$ cat config.mk
export PLATFORM = sky130hd
export DESIGN_NAME = polyphase_decim_ctrl
export DESIGN_NICKNAME = d
export VERILOG_FILES = /design/src/rtl/polyphase_decim_ctrl.sv
export SDC_FILE = /design/constraint.sdc
export NUM_CORES = 1
export LEC_CHECK = 0
export ABC_AREA = 1
export CAP_MARGIN = 20
export CORE_MARGIN = 1.5
export CORE_UTILIZATION = 49
export CTS_CLUSTER_DIAMETER = 150
export DETAILED_ROUTE_END_ITERATION = 10
export PLACE_DENSITY = 0.91
export SLEW_MARGIN = 10
export SYNTH_ARGS = -nofsm -noshare
export SYNTH_HDL_FRONTEND = slang
export SYNTH_SLANG_ARGS = --single-unit
$ cat constraint.sdc
create_clock -name clk -period 2.75 [get_ports clk]
set_clock_uncertainty 0.05 [all_clocks]
set_input_delay 0.4125 -clock clk [delete_from_list [all_inputs] [get_ports clk]]
set_output_delay 0.4125 -clock clk [all_outputs]
set_load 0.01 [all_outputs]
$ cat src/rtl/polyphase_decim_ctrl.sv
// polyphase_decim_ctrl
// Sequencer for a polyphase decimate-by-NR_PHASES FIR. It commutates upstream
// samples onto the subfilter bank, with the newest sample going to phase 0.
// It then collects all phase outputs in one cycle, sums them and offers the
// decimated sample downstream.
//
// Optional feature: define POLYPHASE_DECIM_CTRL_SAT_EN to clamp the phase sum
// to the DWIDTH signed range. Otherwise the sum wraps in two's complement.
//
// Ports:
//   clk, rst        rising-edge clock, asynchronous active-low reset
//   req_in/ack_in   upstream sample handshake, data_in sample ([0:DWIDTH-1])
//   req_out/ack_out downstream handshake, data_out decimated sample (registered)
//   sf_req_in       per-phase "ready for a sample"
//   sf_ack_in       per-phase one-cycle sample strobe
//   sf_data_in      shared registered sample bus
//   sf_req_out      per-phase "output ready"
//   sf_ack_out      per-phase one-cycle output acknowledge
//   sf_data_out     phase outputs, phase p at p*DWIDTH +: DWIDTH
//   busy            low only while a decimated sample is being offered
module polyphase_decim_ctrl #(
    parameter int NR_PHASES = 2,
    parameter int DWIDTH    = 16,
    parameter int PWIDTH    = 3
) (
    input  logic                          clk,
    input  logic                          rst,
    output logic                          req_in,
    input  logic                          ack_in,
    input  logic [0:DWIDTH-1]             data_in,
    output logic                          req_out,
    input  logic                          ack_out,
    output logic [DWIDTH-1:0]             data_out,
    input  logic [NR_PHASES-1:0]          sf_req_in,
    output logic [NR_PHASES-1:0]          sf_ack_in,
    output logic [DWIDTH-1:0]             sf_data_in,
    input  logic [NR_PHASES-1:0]          sf_req_out,
    output logic [NR_PHASES-1:0]          sf_ack_out,
    input  logic [NR_PHASES*DWIDTH-1:0]   sf_data_out,
    output logic                          busy
);
    typedef enum logic [1:0] {S_WAIT, S_COLLECT, S_OUT, S_FILL} state_t;

    localparam int SW = DWIDTH + PWIDTH;
    localparam logic [PWIDTH-1:0] LAST_PHASE = PWIDTH'(NR_PHASES - 1);
    localparam logic signed [SW-1:0] MAX_V = {{(PWIDTH+1){1'b0}}, {(DWIDTH-1){1'b1}}};
    localparam logic signed [SW-1:0] MIN_V = {{(PWIDTH+1){1'b1}}, {(DWIDTH-1){1'b0}}};

    state_t state, state_nxt;
    logic [PWIDTH-1:0] phase;
    logic              req_in_nxt;
    logic [NR_PHASES-1:0] phase_hot;
    logic [2**PWIDTH-1:0] req_pad;
    logic signed [SW-1:0] sum_wide;
    logic [DWIDTH-1:0]    sum_red;

    // Zero-pad the request vector so the phase counter indexes it at full width.
    always_comb begin
        req_pad = '0;
        req_pad[NR_PHASES-1:0] = sf_req_in;
    end

    always_comb begin
        phase_hot = '0;
        for (int i = 0; i < NR_PHASES; i++)
            phase_hot[i] = (phase == PWIDTH'(i));
    end

    // PWIDTH guard bits make the wide sum exact for up to 2^PWIDTH phases.
    always_comb begin
        sum_wide = '0;
        for (int i = 0; i < NR_PHASES; i++)
            sum_wide = sum_wide + SW'(signed'(sf_data_out[i*DWIDTH +: DWIDTH]));
    end

`ifdef POLYPHASE_DECIM_CTRL_SAT_EN
    always_comb begin
        if (sum_wide > MAX_V)
            sum_red = MAX_V[DWIDTH-1:0];
        else if (sum_wide < MIN_V)
            sum_red = MIN_V[DWIDTH-1:0];
        else
            sum_red = sum_wide[DWIDTH-1:0];
    end
`else
    always_comb sum_red = sum_wide[DWIDTH-1:0];
`endif

    // State register
    always_ff @(posedge clk or negedge rst) begin
        if (!rst) state <= S_WAIT;
        else      state <= state_nxt;
    end

    // Next-state logic
    always_comb begin
        state_nxt = state;
        case (state)
            S_WAIT:    if (&sf_req_out) state_nxt = S_COLLECT;
            S_COLLECT: state_nxt = S_OUT;
            S_OUT:     if (ack_out) state_nxt = S_FILL;
            S_FILL:    if ((|sf_ack_in) && phase == '0) state_nxt = S_WAIT;
            default:   state_nxt = S_WAIT;
        endcase
    end

    // Output logic. req_in is registered. A cycle with ack_in high, or with an
    // sf_ack_in strobe, blocks the next request. This gives at least three
    // cycles per sample and keeps req_in low across every sample boundary.
    always_comb begin
        sf_ack_out = {NR_PHASES{state == S_COLLECT}};
        busy       = (state != S_OUT);
        req_in_nxt = (state == S_FILL) && req_pad[phase] && !(|sf_ack_in) && !ack_in;
    end

    // Datapath and handshake registers
    always_ff @(posedge clk or negedge rst) begin
        if (!rst) begin
            req_in     <= 1'b0;
            req_out    <= 1'b0;
            sf_ack_in  <= '0;
            sf_data_in <= '0;
            data_out   <= '0;
            phase      <= LAST_PHASE;
        end else begin
            req_in    <= req_in_nxt;
            sf_ack_in <= '0;
            case (state)
                S_COLLECT: begin
                    data_out <= sum_red;
                    req_out  <= 1'b1;
                end
                S_OUT: if (ack_out) begin
                    req_out <= 1'b0;
                    phase   <= LAST_PHASE;
                end
                S_FILL: begin
                    if (req_in && ack_in) begin
                        sf_data_in <= data_in;
                        sf_ack_in  <= phase_hot;
                    end else if ((|sf_ack_in) && phase != '0) begin
                        phase <= phase - PWIDTH'(1);
                    end
                end
                default: ;
            endcase
        end
    end
endmodule
==> impl_results.html, run 1 <==
<table>
<tr><th>Metric</th><th>Value</th></tr>
<tr><th colspan="2">Clock tree</th></tr>
<tr><td>Total CTS buffers</td><td>5</td></tr>
<tr><td>Reg clk slew, reported paths</td><td>around 0.090 ns</td></tr>
<tr><td>Clock tree from TritonCTS</td><td>yes</td></tr>
<tr><td>Clock tree root buffer cell</td><td>clkbuf_8</td></tr>
<tr><td>Total clock sinks</td><td>approximately 40</td></tr>
<tr><td># H-tree levels</td><td>2</td></tr>
<tr><td>Post-CTS setup-driven buffer insertion count</td><td>0</td></tr>
<tr><td>Worst-case clock buffer depth</td><td>2</td></tr>
<tr><td>Number of gates resized after CTS</td><td>0</td></tr>
<tr><td>Clock latency reported for the late side of the worst-skew pair</td><td>between 0.2 and 0.3 ns</td></tr>
<tr><td>Hold-fix buffer count after cts</td><td>0</td></tr>
<tr><th colspan="2">GRT</th></tr>
<tr><td>Wire length of the first global-routing pass</td><td>roughly 11000 um</td></tr>
<tr><td>Largest net degree at the start of global routing</td><td>42</td></tr>
<tr><td>Combined global-route utilization of all metal layers</td><td>a little under a quarter</td></tr>
<tr><td>Antenna violations before repair</td><td>0</td></tr>
<tr><td>Aggregate global routing overflow</td><td>0</td></tr>
<tr><td>Vias in the first global route</td><td>around 2500</td></tr>
<tr><th colspan="2">Setup path</th></tr>
<tr><td>Max Fanout on Critical Path</td><td>15</td></tr>
<tr><td>Crit path DAT</td><td>around 1.8 ns</td></tr>
<tr><td>Delay of the slowest critical-path stage</td><td>about 0.57 ns</td></tr>
<tr><td>Ordered cell list for the critical path</td><td>inv_1 -&gt; ha_1 -&gt; buf_4 -&gt; clkdlybuf4s50_1</td></tr>
<tr><td>WP data required</td><td>~2.3 ns</td></tr>
<tr><td>Critical Setup Path Class</td><td>reg -&gt; out</td></tr>
<tr><td>Master of the slowest instance on the critical path</td><td>clkdlybuf4s50_1</td></tr>
<tr><td>Endpoint kind of the worst setup timing path</td><td>output port</td></tr>
<tr><td>Worst setup SP type</td><td>flip-flop</td></tr>
<tr><th colspan="2">Layout</th></tr>
<tr><td>Register area</td><td>~1000 um^2</td></tr>
<tr><td>Ratio of cells with drive above 1 in the final layout</td><td>7.529%</td></tr>
<tr><td>Inserted Diodes</td><td>0</td></tr>
<tr><td>Multi-input logic area</td><td>approximately 1400 um^2</td></tr>
<tr><td>FILL cells</td><td>425</td></tr>
<tr><td>Number of nets in the layout</td><td>around 500</td></tr>
<tr><td>Final core occ</td><td>approximately 73%</td></tr>
<tr><td>Signed area change from the synthesized netlist to the final layout</td><td>42.81%</td></tr>
<tr><td>Final non-filler cell total</td><td>between 400 and 500</td></tr>
<tr><th colspan="2">Floorplan</th></tr>
<tr><td>Width of the die</td><td>approximately 76 um</td></tr>
<tr><td>DIE AREA</td><td>between 5000 and 6000 um^2</td></tr>
<tr><td>Initial standard-cell utilization of the core</td><td>50.95%</td></tr>
<tr><td>Ports</td><td>95</td></tr>
<tr><td>Number of core rows</td><td>26</td></tr>
<tr><td>Std-Cell Core Area</td><td>approximately 5100 um^2</td></tr>
<tr><td>Die Y-Extent</td><td>about 76 um</td></tr>
<tr><th colspan="2">Routing</th></tr>
<tr><td>Total number of vias</td><td>about 2500</td></tr>
<tr><td>Total length of routed wires</td><td>roughly 6300 um</td></tr>
<tr><td>TritonRoute pass-1 iters</td><td>4</td></tr>
<tr><td>Vias per cell</td><td>5.006</td></tr>
<tr><td>Drt drc</td><td>0</td></tr>
<tr><td>Routed len/inst</td><td>approximately 13 um</td></tr>
<tr><td>Starting DRT DRC Count</td><td>95</td></tr>
<tr><td>DRT antenna net count</td><td>0</td></tr>
<tr><th colspan="2">Yosys</th></tr>
<tr><td>Count of flip-flops with a built-in enable after synthesis</td><td>0</td></tr>
<tr><td>Nets in the synthesized netlist</td><td>407</td></tr>
<tr><td>Post-synth cell types</td><td>28</td></tr>
<tr><td>Synth Cell Area</td><td>2619 um^2</td></tr>
<tr><td>Async SR Flop Fraction</td><td>100.0%</td></tr>
<tr><td>Average cell area after synthesis</td><td>around 8.0 um^2</td></tr>
<tr><td>Gate count after technology mapping</td><td>around 330</td></tr>
<tr><td>Count of yosys warnings during synthesis</td><td>0</td></tr>
<tr><td>Sequential area share after synthesis</td><td>between 30% and 40%</td></tr>
<tr><td>Number of synthesized register bits</td><td>slightly above 40</td></tr>
<tr><td>Most used flip-flop cell after synthesis</td><td>dfrtp_1</td></tr>
<tr><th colspan="2">Power and ir drop</th></tr>
<tr><td>Max IR drop VDD</td><td>a little over 0.0006 V</td></tr>
<tr><td>Power density over the cells</td><td>around 810 nW/um^2</td></tr>
<tr><td>Leakage power figure</td><td>1.924 nW</td></tr>
<tr><th colspan="2">Timing</th></tr>
<tr><td>Final worst path period need</td><td>~2.2 ns</td></tr>
<tr><td>Max-slew headroom</td><td>about 39%</td></tr>
<tr><td>Pins Over Slew Limit</td><td>0</td></tr>
<tr><td>Max Clk Rate</td><td>between 400 and 500 MHz</td></tr>
<tr><td>Final Hold Vio Count</td><td>0</td></tr>
<tr><td>Final setup violation count</td><td>0</td></tr>
<tr><td>Setup repair after global routing missed its margin</td><td>no</td></tr>
<tr><td>Ratio of final minimum period to clock period</td><td>81.21%</td></tr>
<tr><td>Worst slew pin tran</td><td>about 0.92 ns</td></tr>
<tr><td>Aggregate negative setup slack</td><td>0 ns</td></tr>
<tr><td>Smallest setup slack after layout</td><td>0.5166 ns</td></tr>
<tr><th colspan="2">Place</th></tr>
<tr><td>Global placement routability congestion</td><td>between 0.9 and 1</td></tr>
<tr><td>Half-perimeter wire length after placement</td><td>approximately 5000 um</td></tr>
<tr><td>Setup slack after placement</td><td>0.4441 ns</td></tr>
<tr><td>Port Buffers</td><td>94</td></tr>
<tr><td>Cell count after placement</td><td>487</td></tr>
<tr><th colspan="2">Outcome</th></tr>
<tr><td>Result of the run</td><td>finished, final reports clean</td></tr>
<tr><th colspan="2">Flow run</th></tr>
<tr><td>Max-cap viol count</td><td>0</td></tr>
<tr><th colspan="2">Hold path</th></tr>
<tr><td>Worst hold-check path type</td><td>in -&gt; async</td></tr>
</table>
## placed cells by master (no fill, tap or decap), types with 4 or more instances in the layout
cell type	n
nand2_1	117
xnor2_1	5
nor2_1	13
mux2_4	8
clkbuf_8	6
clkdlybuf4s50_1	93
inv_1	46
a21oi_1	13
dfrtp_1	40
o21ai_0	12
mux2_2	8
nand3_1	19
nor3_1	4
ha_1	23
## cell type report
type,count,area share (%)
sequential,41,27.47
tap,70,2.342
timing repair buffer,95,25.23
multi-input combinational,235,37.14
clock buffer,6,2.208
clock inverter,2,1.004
inverter,46,4.617
## power breakdown
group	switching, mW	internal, mW
Sequential	0.148	0.860
Clock	0.213	0.295
Combinational	0.707	0.797
## worst max-delay path: cells and delay by family (launching register included)
| kind | cells | cell delay, ns |
|---|---|---|
| buffers and inverters | 3 | 0.91 |
| flip-flops | 1 | 0.41 |
| adder cells (fa/ha/maj) | 1 | 0.17 |
## synthesized netlist by cell type (2+ instances only)
master	count	area (um^2)
nand2_1	117	439.2
inv_1	46	172.7
dfrtp_1	40	1001
ha_1	23	287.8
nand3_1	19	95.09
a21oi_1	13	65.06
nor2_1	13	48.80
o21ai_0	12	60.06
mux2_2	8	90.09
mux2_4	8	120.1
xnor2_1	5	43.79
nor3_1	4	20.02
clkbuf_1	2	7.510
nand3b_1	2	15.01
o22ai_1	2	12.51
## sequential cells by signal, summed over array words and instances, names as in the netlist
name        cells
data_out       16
phase           3
req_in          1
req_out         1
sf_ack_in       2
sf_data_in     16
state           2
## final timing paths
path | startpoint | endpoint | slack, ns | depth (start not counted)
worst min register to register | data_out[0] | data_out[0] | 0.43 | 2
worst min-delay path | rst | sf_data_in[15] | 0.20 | 1
max in group asynchronous | rst | data_out[15] | 1.88 | 1
worst max-delay path | state[1] | sf_ack_out[0] | 0.52 | 4
worst max register to register | state[1] | data_out[8] | 1.00 | 7
min in group clk | data_out[0] | data_out[0] | 0.43 | 2
## metal layers
metal | track usage [%] | up-vias | routed length (um)
met5 | 0 | - | 0
met2 | 41.98 | 81 | 3326
met1 | 27.18 | 1160 | 2576
li1 | - | 1226 | -
met3 | 2.994 | 11 | 308
met4 | 6.111 | 0 | 87
## cells by family after synthesis
| family | Yosys count | synth area share [%] |
|---|---|---|
| DFF | 41 | 39.23 |
| buffers and inverters | 51 | 7.740 |
| AOI/OAI and AO/OA | 28 | 5.590 |
| adders and majority gates | 24 | 11.75 |
| and+or+nand+nor | 162 | 25.99 |
| xor gates and xnor gates | 5 | 1.672 |
| muxes | 16 | 8.027 |
## through the flow
stage               instance area (um^2)  power [mW]  hold slack (ns)
floorplan                           2619       1.785          0.06691
global placement                    3620       2.459           0.4077
detailed placement                  3620       2.519           0.4131
CTS                                 3740       3.046           0.2336
global route                        3740       3.237           0.2650
finish                              3740       3.018           0.2037
(Power assumes the default switching activity.)
==> run 2, diff against run 1 <==
Settings changed: CORE_UTILIZATION 49 to 41, PLACE_DENSITY 0.91 to 0.81.
Clock period 2.75 ns to 2 ns, I/O delays scaled along.
==> run 2 against run 1 <==
  * Wire length increased by 2.3%
  * Combinational power rose by 39%
  * Core utilization fell by 11 points
  * Global-route usage fell by 3.2 points
  * Sequential power rose by 37%
  * Critical path type unchanged
  * Count of clock-buffer cells in the layout rose by 1
  * Largest power group unchanged
  * Sequential share of layout area decreased by 0.21 points
  * Critical path depth is 1 lower
  * Flip-flop and latch count stayed put
  * Highest routed layer unchanged
==> impl_results.html, run 2 (synthesis gave the netlist of run 1 again) <==
<table>
<tr><th>Metric</th><th>Value</th></tr>
<tr><th colspan="2">Timing</th></tr>
<tr><td>Final worst path period need</td><td>around 1.9 ns</td></tr>
<tr><td>Pins Over Slew Limit</td><td>0</td></tr>
<tr><td>Final Hold Vio Count</td><td>0</td></tr>
<tr><td>Max Clk Rate</td><td>518.3 MHz</td></tr>
<tr><td>Worst slew pin tran</td><td>approximately 0.75 ns</td></tr>
<tr><td>Ratio of final minimum period to clock period</td><td>a little over nine tenths</td></tr>
<tr><td>Setup repair after global routing missed its margin</td><td>no</td></tr>
<tr><td>Aggregate negative setup slack</td><td>0 ns</td></tr>
<tr><td>Max-slew headroom</td><td>around half</td></tr>
<tr><td>Final setup violation count</td><td>0</td></tr>
<tr><th colspan="2">Clock tree</th></tr>
<tr><td>Total clock sinks</td><td>41</td></tr>
<tr><td>Post-CTS setup-driven buffer insertion count</td><td>0</td></tr>
<tr><td>Clock tree root buffer cell</td><td>clkbuf_8</td></tr>
<tr><td>Clock tree from TritonCTS</td><td>yes</td></tr>
<tr><td>Total CTS buffers</td><td>5</td></tr>
<tr><td># H-tree levels</td><td>2</td></tr>
<tr><td>Reg clk slew, reported paths</td><td>0.07 ns</td></tr>
<tr><td>Clock latency reported for the late side of the worst-skew pair</td><td>approximately 0.29 ns</td></tr>
<tr><td>Worst-case clock buffer depth</td><td>2</td></tr>
<tr><th colspan="2">Routing</th></tr>
<tr><td>Routed len/inst</td><td>12.77 um</td></tr>
<tr><td>Total number of vias</td><td>2457</td></tr>
<tr><td>Drt drc</td><td>0</td></tr>
<tr><td>TritonRoute pass-1 iters</td><td>4</td></tr>
<tr><td>Starting DRT DRC Count</td><td>approximately 140</td></tr>
<tr><td>Total length of routed wires</td><td>~6400 um</td></tr>
<tr><td>Vias per cell</td><td>~4.9</td></tr>
<tr><td>DRT antenna net count</td><td>0</td></tr>
<tr><th colspan="2">Floorplan</th></tr>
<tr><td>Width of the die</td><td>~83 um</td></tr>
<tr><td>Ports</td><td>between 90 and 100</td></tr>
<tr><td>Number of core rows</td><td>28</td></tr>
<tr><td>Initial standard-cell utilization of the core</td><td>a little over two fifths</td></tr>
<tr><td>DIE AREA</td><td>approximately 6900 um^2</td></tr>
<tr><td>Die Y-Extent</td><td>slightly above 80 um</td></tr>
<tr><td>Std-Cell Core Area</td><td>around 6100 um^2</td></tr>
<tr><th colspan="2">GRT</th></tr>
<tr><td>Largest net degree at the start of global routing</td><td>35</td></tr>
<tr><td>Antenna violations before repair</td><td>0</td></tr>
<tr><td>Combined global-route utilization of all metal layers</td><td>between 15 and 20%</td></tr>
<tr><td>Aggregate global routing overflow</td><td>0</td></tr>
<tr><td>Vias in the first global route</td><td>between 2000 and 2500</td></tr>
<tr><td>Wire length of the first global-routing pass</td><td>~11000 um</td></tr>
<tr><th colspan="2">Setup path</th></tr>
<tr><td>Max Fanout on Critical Path</td><td>4</td></tr>
<tr><td>Buffering stage count on the worst path with inverters included</td><td>2</td></tr>
<tr><td>Crit path DAT</td><td>between 1.5 and 2 ns</td></tr>
<tr><td>WP data required</td><td>between 1.5 and 2 ns</td></tr>
<tr><td>Endpoint of the worst register-to-register path</td><td>phase[1]</td></tr>
<tr><td>Master of the slowest instance on the critical path</td><td>clkdlybuf4s50_1</td></tr>
<tr><td>Worst setup SP type</td><td>flip-flop</td></tr>
<tr><td>Family with the most delay on the worst path</td><td>buffers and inverters</td></tr>
<tr><td>Endpoint kind of the worst setup timing path</td><td>output port</td></tr>
<tr><td>Critical Setup Path Class</td><td>reg -&gt; out</td></tr>
<tr><td>Ordered cell list for the critical path</td><td>inv_1 -&gt; ha_2 -&gt; clkdlybuf4s50_1</td></tr>
<tr><td>Number of cells on the worst reg-to-reg path</td><td>8</td></tr>
<tr><td>Reg2Reg Launch Point</td><td>phase[0]</td></tr>
<tr><td>Flop2flop setup slack</td><td>around 0.28 ns</td></tr>
<tr><td>Delay of the slowest critical-path stage</td><td>approximately 0.54 ns</td></tr>
<tr><th colspan="2">Outcome</th></tr>
<tr><td>Result of the run</td><td>finished, final reports clean</td></tr>
<tr><th colspan="2">Layout</th></tr>
<tr><td>Register area</td><td>between 1000 and 1500 um^2</td></tr>
<tr><td>Inserted Diodes</td><td>0</td></tr>
<tr><td>Commonest cells after routing, fill and taps aside</td><td>117 x nand2_1, 91 x clkdlybuf4s50_1, 46 x inv_1</td></tr>
<tr><td>Number of nets in the layout</td><td>approximately 510</td></tr>
<tr><td>Biggest regs</td><td>data_out (16), sf_data_in (16), phase (3)</td></tr>
<tr><td>Commonest non-fill, non-tap cell in the layout</td><td>nand2_1</td></tr>
<tr><td>Multi-input logic area</td><td>about 1400 um^2</td></tr>
<tr><td>Final non-filler cell total</td><td>505</td></tr>
<tr><td>FILL cells</td><td>555</td></tr>
<tr><td>Ratio of cells with drive above 1 in the final layout</td><td>8.837%</td></tr>
<tr><td>Signed area change from the synthesized netlist to the final layout</td><td>43.91%</td></tr>
<tr><th colspan="2">Power and ir drop</th></tr>
<tr><td>Power density over the cells</td><td>1079 nW/um^2</td></tr>
<tr><td>Leakage power figure</td><td>approximately 2.0 nW</td></tr>
<tr><td>Max IR drop VDD</td><td>approximately 0.00074 V</td></tr>
<tr><th colspan="2">Place</th></tr>
<tr><td>Global placement routability congestion</td><td>between 0.8 and 0.9</td></tr>
<tr><td>Half-perimeter wire length after placement</td><td>slightly above 5000 um</td></tr>
<tr><td>Cell count after placement</td><td>497</td></tr>
<tr><td>Port Buffers</td><td>94</td></tr>
<tr><th colspan="2">Hold path</th></tr>
<tr><td>Worst hold-check path type</td><td>in -&gt; async</td></tr>
<tr><th colspan="2">Flow run</th></tr>
<tr><td>Max-cap viol count</td><td>0</td></tr>
</table>
run 2: cell types whose count changed in the layout (fill, tap and decap cells not counted), sizes merged:
| cell | previous run | this run |
|---|---|---|
| dlymetal6s2s | 0 | 1 |
| clkbuf | 6 | 7 |
| buf | 2 | 7 |
| clkinvlp | 1 | 0 |
| clkdlybuf4s50 | 93 | 91 |
| bufinv | 1 | 0 |
| dlygate4sd2 | 0 | 1 |
| clkinv | 0 | 1 |
run 2: worst register-to-register path, stage by stage, from the launching register on:
cell     delay, ns
dfstp_2       0.54
inv_1         0.07
ha_1          0.20
ha_1          0.20
inv_1         0.08
a21oi_1       0.11
nor2_4        0.14
nand2_1       0.10
o22ai_1       0.14
run 2: metrics by stage:
stage / utilization (%) / total power, mW / worst slack (ns) / area (um^2) / hold slack (ns)
2_1_floorplan: - / 2.455 / 0.3553 / 2619 / -0.04559
3_3_place_gp: 60.45 / 3.418 / -0.1357 / 3664 / 0.3566
3_5_place_dp: 60.45 / 3.496 / -0.1873 / 3664 / 0.3612
4_1_cts: 62.10 / 4.107 / 0.01681 / 3764 / 0.04343
5_1_grt: 62.18 / 4.397 / 0.001234 / 3769 / 0.06769
6_report: 62.18 / 4.066 / 0.07072 / 3769 / 0.02176
run 2: how the worst max path moves through the flow:
| stage | from | to | cells past startpoint |
|---|---|---|---|
| after global routing | state[1] | sf_ack_out[1] | 3 |
| after CTS | state[1] | sf_ack_out[0] | 3 |
| after global placement | sf_data_out[0] | data_out[6] | 10 |
| after floorplan | sf_data_out[0] | data_out[6] | 9 |
| final | state[1] | sf_ack_out[1] | 3 |
| after detailed placement | sf_data_out[0] | data_out[6] | 10 |
run 2: timing repair:
item	in CTS	in global routing
pin swaps	0	0
endpoints found under the hold margin	0	0
setup endpoints to repair	1	2
hold buffers	0	0
gates resized for setup	1	2
run 2: report_power, final:
group / internal (mW) / total, mW / switching [mW]
combinational: 1.10 / 2.09 / 0.991
clock: 0.312 / 0.589 / 0.277
sequential: 1.18 / 1.38 / 0.202
run 2: area by class of cell:
cell class              count  area share (%)
multi-input cells         235           36.92
flip-flops and latches     41           27.26
repair buffers            100           26.06
inverters                  46           4.582
clock buffers               7           2.556
well taps                  75           2.490
clock inverters             1          0.1328
run 2: metal layers:
layer,part of all wire [%],vias to the layer above,global-route usage [%]
met4,2.1,0,6.364
met1,41,1135,23.54
li1,-,1243,-
met2,52,65,34.89
met5,0,-,0
met3,4.5,14,2.883
==> run 3, diff against run 2 <==
Settings changed: CORE_ASPECT_RATIO set to 0.9.
==> run 3 against run 2 <==
  * Combinational power rose by 2%
  * Core utilization fell by 0.72 points
  * Critical path depth did not move
  * Total power fell by 0.54%
  * Hold slack got worse by 0.011 ns
  * Non-clock buffer count did not move
  * Clock power fell by 11%
  * Maximum frequency rose by 0.81%
  * Sequential power barely moved
  * Largest cell class unchanged
==> impl_results.html, run 3 (synthesis gave the netlist of run 1 again) <==
<table>
<tr><th>Metric</th><th>Value</th></tr>
<tr><th colspan="2">Clock tree</th></tr>
<tr><td>Clock tree from TritonCTS</td><td>yes</td></tr>
<tr><td># H-tree levels</td><td>2</td></tr>
<tr><td>Worst-case clock buffer depth</td><td>2</td></tr>
<tr><td>Clock tree root buffer cell</td><td>clkbuf_8</td></tr>
<tr><td>Clock latency reported for the late side of the worst-skew pair</td><td>0.29 ns</td></tr>
<tr><td>Reg clk slew, reported paths</td><td>0.08 ns</td></tr>
<tr><td>Post-CTS setup-driven buffer insertion count</td><td>0</td></tr>
<tr><td>Hold-fix buffer count after cts</td><td>0</td></tr>
<tr><td>Total CTS buffers</td><td>5</td></tr>
<tr><td>Total clock sinks</td><td>a little over 40</td></tr>
<tr><th colspan="2">Layout</th></tr>
<tr><td>Number of nets in the layout</td><td>509</td></tr>
<tr><td>Commonest non-fill, non-tap cell in the layout</td><td>nand2_1</td></tr>
<tr><td>Final core occ</td><td>61.46%</td></tr>
<tr><td>Commonest cells after routing, fill and taps aside</td><td>117 x nand2_1, 92 x clkdlybuf4s50_1, 45 x inv_1</td></tr>
<tr><td>Signed area change from the synthesized netlist to the final layout</td><td>44.29%</td></tr>
<tr><td>Ratio of cells with drive above 1 in the final layout</td><td>9.070%</td></tr>
<tr><td>Inserted Diodes</td><td>0</td></tr>
<tr><td>Biggest regs</td><td>data_out (16), sf_data_in (16), phase (3)</td></tr>
<tr><th colspan="2">Floorplan</th></tr>
<tr><td>Number of core rows</td><td>27</td></tr>
<tr><td>Ports</td><td>95</td></tr>
<tr><td>DIE AREA</td><td>6877 um^2</td></tr>
<tr><td>Die Y-Extent</td><td>about 80 um</td></tr>
<tr><td>Width of the die</td><td>87.25 um</td></tr>
<tr><td>Std-Cell Core Area</td><td>6148 um^2</td></tr>
<tr><td>Initial standard-cell utilization of the core</td><td>around 43%</td></tr>
<tr><th colspan="2">GRT</th></tr>
<tr><td>Antenna violations before repair</td><td>0</td></tr>
<tr><td>Vias in the first global route</td><td>~2400</td></tr>
<tr><td>Fraction of met3 tracks used by global routing</td><td>under 10%</td></tr>
<tr><td>Met1 demand-to-capacity share in global routing</td><td>23.58%</td></tr>
<tr><td>Combined global-route utilization of all metal layers</td><td>between 10% and 20%</td></tr>
<tr><td>Global route hottest layer</td><td>met2</td></tr>
<tr><td>Wire length of the first global-routing pass</td><td>about 10000 um</td></tr>
<tr><td>Aggregate global routing overflow</td><td>0</td></tr>
<tr><td>Met2 usage</td><td>between 30% and 40%</td></tr>
<tr><td>Largest net degree at the start of global routing</td><td>42</td></tr>
<tr><th colspan="2">Timing</th></tr>
<tr><td>Worst slew pin tran</td><td>approximately 0.58 ns</td></tr>
<tr><td>Max-slew headroom</td><td>between 60% and 70%</td></tr>
<tr><td>Final setup violation count</td><td>0</td></tr>
<tr><td>Min Hold Slack</td><td>between 0.01 and 0.015 ns</td></tr>
<tr><td>Final Hold Vio Count</td><td>0</td></tr>
<tr><td>Ratio of final minimum period to clock period</td><td>95.69%</td></tr>
<tr><td>Final worst path period need</td><td>1.914 ns</td></tr>
<tr><td>Setup repair after global routing missed its margin</td><td>no</td></tr>
<tr><td>Max Clk Rate</td><td>about 520 MHz</td></tr>
<tr><td>Pins Over Slew Limit</td><td>0</td></tr>
<tr><th colspan="2">Routing</th></tr>
<tr><td>DRT antenna net count</td><td>0</td></tr>
<tr><td>Total length of routed wires</td><td>6323 um</td></tr>
<tr><td>Drt drc</td><td>0</td></tr>
<tr><td>Starting DRT DRC Count</td><td>about 160</td></tr>
<tr><td>Vias per cell</td><td>4.735</td></tr>
<tr><td>Routed len/inst</td><td>~12 um</td></tr>
<tr><td>TritonRoute pass-1 iters</td><td>4</td></tr>
<tr><td>Total number of vias</td><td>2448</td></tr>
<tr><th colspan="2">Hold path</th></tr>
<tr><td>Worst hold-check path type</td><td>in -&gt; async</td></tr>
<tr><th colspan="2">Setup path</th></tr>
<tr><td>Critical Setup Path Class</td><td>reg -&gt; out</td></tr>
<tr><td>Endpoint kind of the worst setup timing path</td><td>output port</td></tr>
<tr><td>WP data required</td><td>1.65 ns</td></tr>
<tr><td>Crit path DAT</td><td>roughly 1.6 ns</td></tr>
<tr><td>Flop2flop setup slack</td><td>about 0.31 ns</td></tr>
<tr><td>Max Fanout on Critical Path</td><td>4</td></tr>
<tr><td>Endpoint of the worst register-to-register path</td><td>phase[2]</td></tr>
<tr><td>Number of cells on the worst reg-to-reg path</td><td>6</td></tr>
<tr><td>Reg2Reg Launch Point</td><td>state[1]</td></tr>
<tr><td>Worst setup SP type</td><td>flip-flop</td></tr>
<tr><th colspan="2">Power and ir drop</th></tr>
<tr><td>Power density over the cells</td><td>1070 nW/um^2</td></tr>
<tr><td>Max IR drop VDD</td><td>0.0007213 V</td></tr>
<tr><td>Leakage power figure</td><td>roughly 1.9 nW</td></tr>
<tr><th colspan="2">Flow run</th></tr>
<tr><td>Max-cap viol count</td><td>0</td></tr>
<tr><th colspan="2">Outcome</th></tr>
<tr><td>Result of the run</td><td>finished, final reports clean</td></tr>
<tr><th colspan="2">Place</th></tr>
<tr><td>Half-perimeter wire length after placement</td><td>5067 um</td></tr>
<tr><td>Global placement routability congestion</td><td>0.8498</td></tr>
<tr><td>Port Buffers</td><td>between 90 and 100</td></tr>
</table>
[run 3: changes by cell type in the layout (fill, tap and decap cells not counted), sizes merged]
cell           before  now
clkinv              1    2
clkbuf              7    6
clkdlybuf4s50      91   92
dlygate4sd2         1    0
[run 3: power by group]
group	internal (mW)	leakage [nW]	switching, mW
registers	1.18	0.530	0.203
logic	1.13	1.36	1.01
clock network	0.242	0.0450	0.280
[run 3: what timing repair did]
item                                    in CTS  in global routing
pin swaps                                    0                  0
endpoints found under the setup margin       1                  3
resized for setup                            1                  4
[run 3: worst max-delay path, stage by stage, from the launching register on]
cell	delay [ns]
dfrtp_1	0.43
inv_2	0.10
ha_2	0.21
clkdlybuf4s50_1	0.54
[run 3: metrics by stage]
stage / setup TNS [ns] / std cells / setup WS [ns] / total power, mW / area (um^2)
final: 0 / 517 / 0.08622 / 4.044 / 3779
after global routing: 0 / 517 / 0.005666 / 4.360 / 3779
after CTS: 0 / 517 / 0.02028 / 4.048 / 3764
after detailed placement: -0.8644 / 509 / -0.1951 / 3.509 / 3679
after global placement: -0.5279 / 509 / -0.1283 / 3.420 / 3679
after floorplan: 0 / 327 / 0.3553 / 2.455 / 2619
[run 3: layout make-up]
class                      instances  area, um^2
clock buffer                       6       72.57
tap                               87       108.9
inverter                          46       172.7
multi-input combinational        235        1404
timing repair buffer             100       983.4
sequential                        41        1027
clock inverter                     2       10.01
fill                             549        2370
[run 3: worst max path at each step]
stage | to | start | cells past startpoint | slack (ns)
after floorplan | data_out[6] | sf_data_out[0] | 9 | 0.36
after global placement | data_out[6] | sf_data_out[0] | 10 | -0.13
after detailed placement | data_out[6] | sf_data_out[0] | 10 | -0.20
after CTS | busy | state[0] | 4 | 0.02
after global routing | sf_ack_out[1] | state[1] | 3 | 0.006
final | sf_ack_out[0] | state[1] | 3 | 0.09
[run 3: per-layer routing]
layer	vias up	wire, um	share of wire, %
met5	-	0	0
met4	0	72	1.1
met3	6	298	4.7
met2	59	3220	51
met1	1147	2733	43
li1	1236	-	-
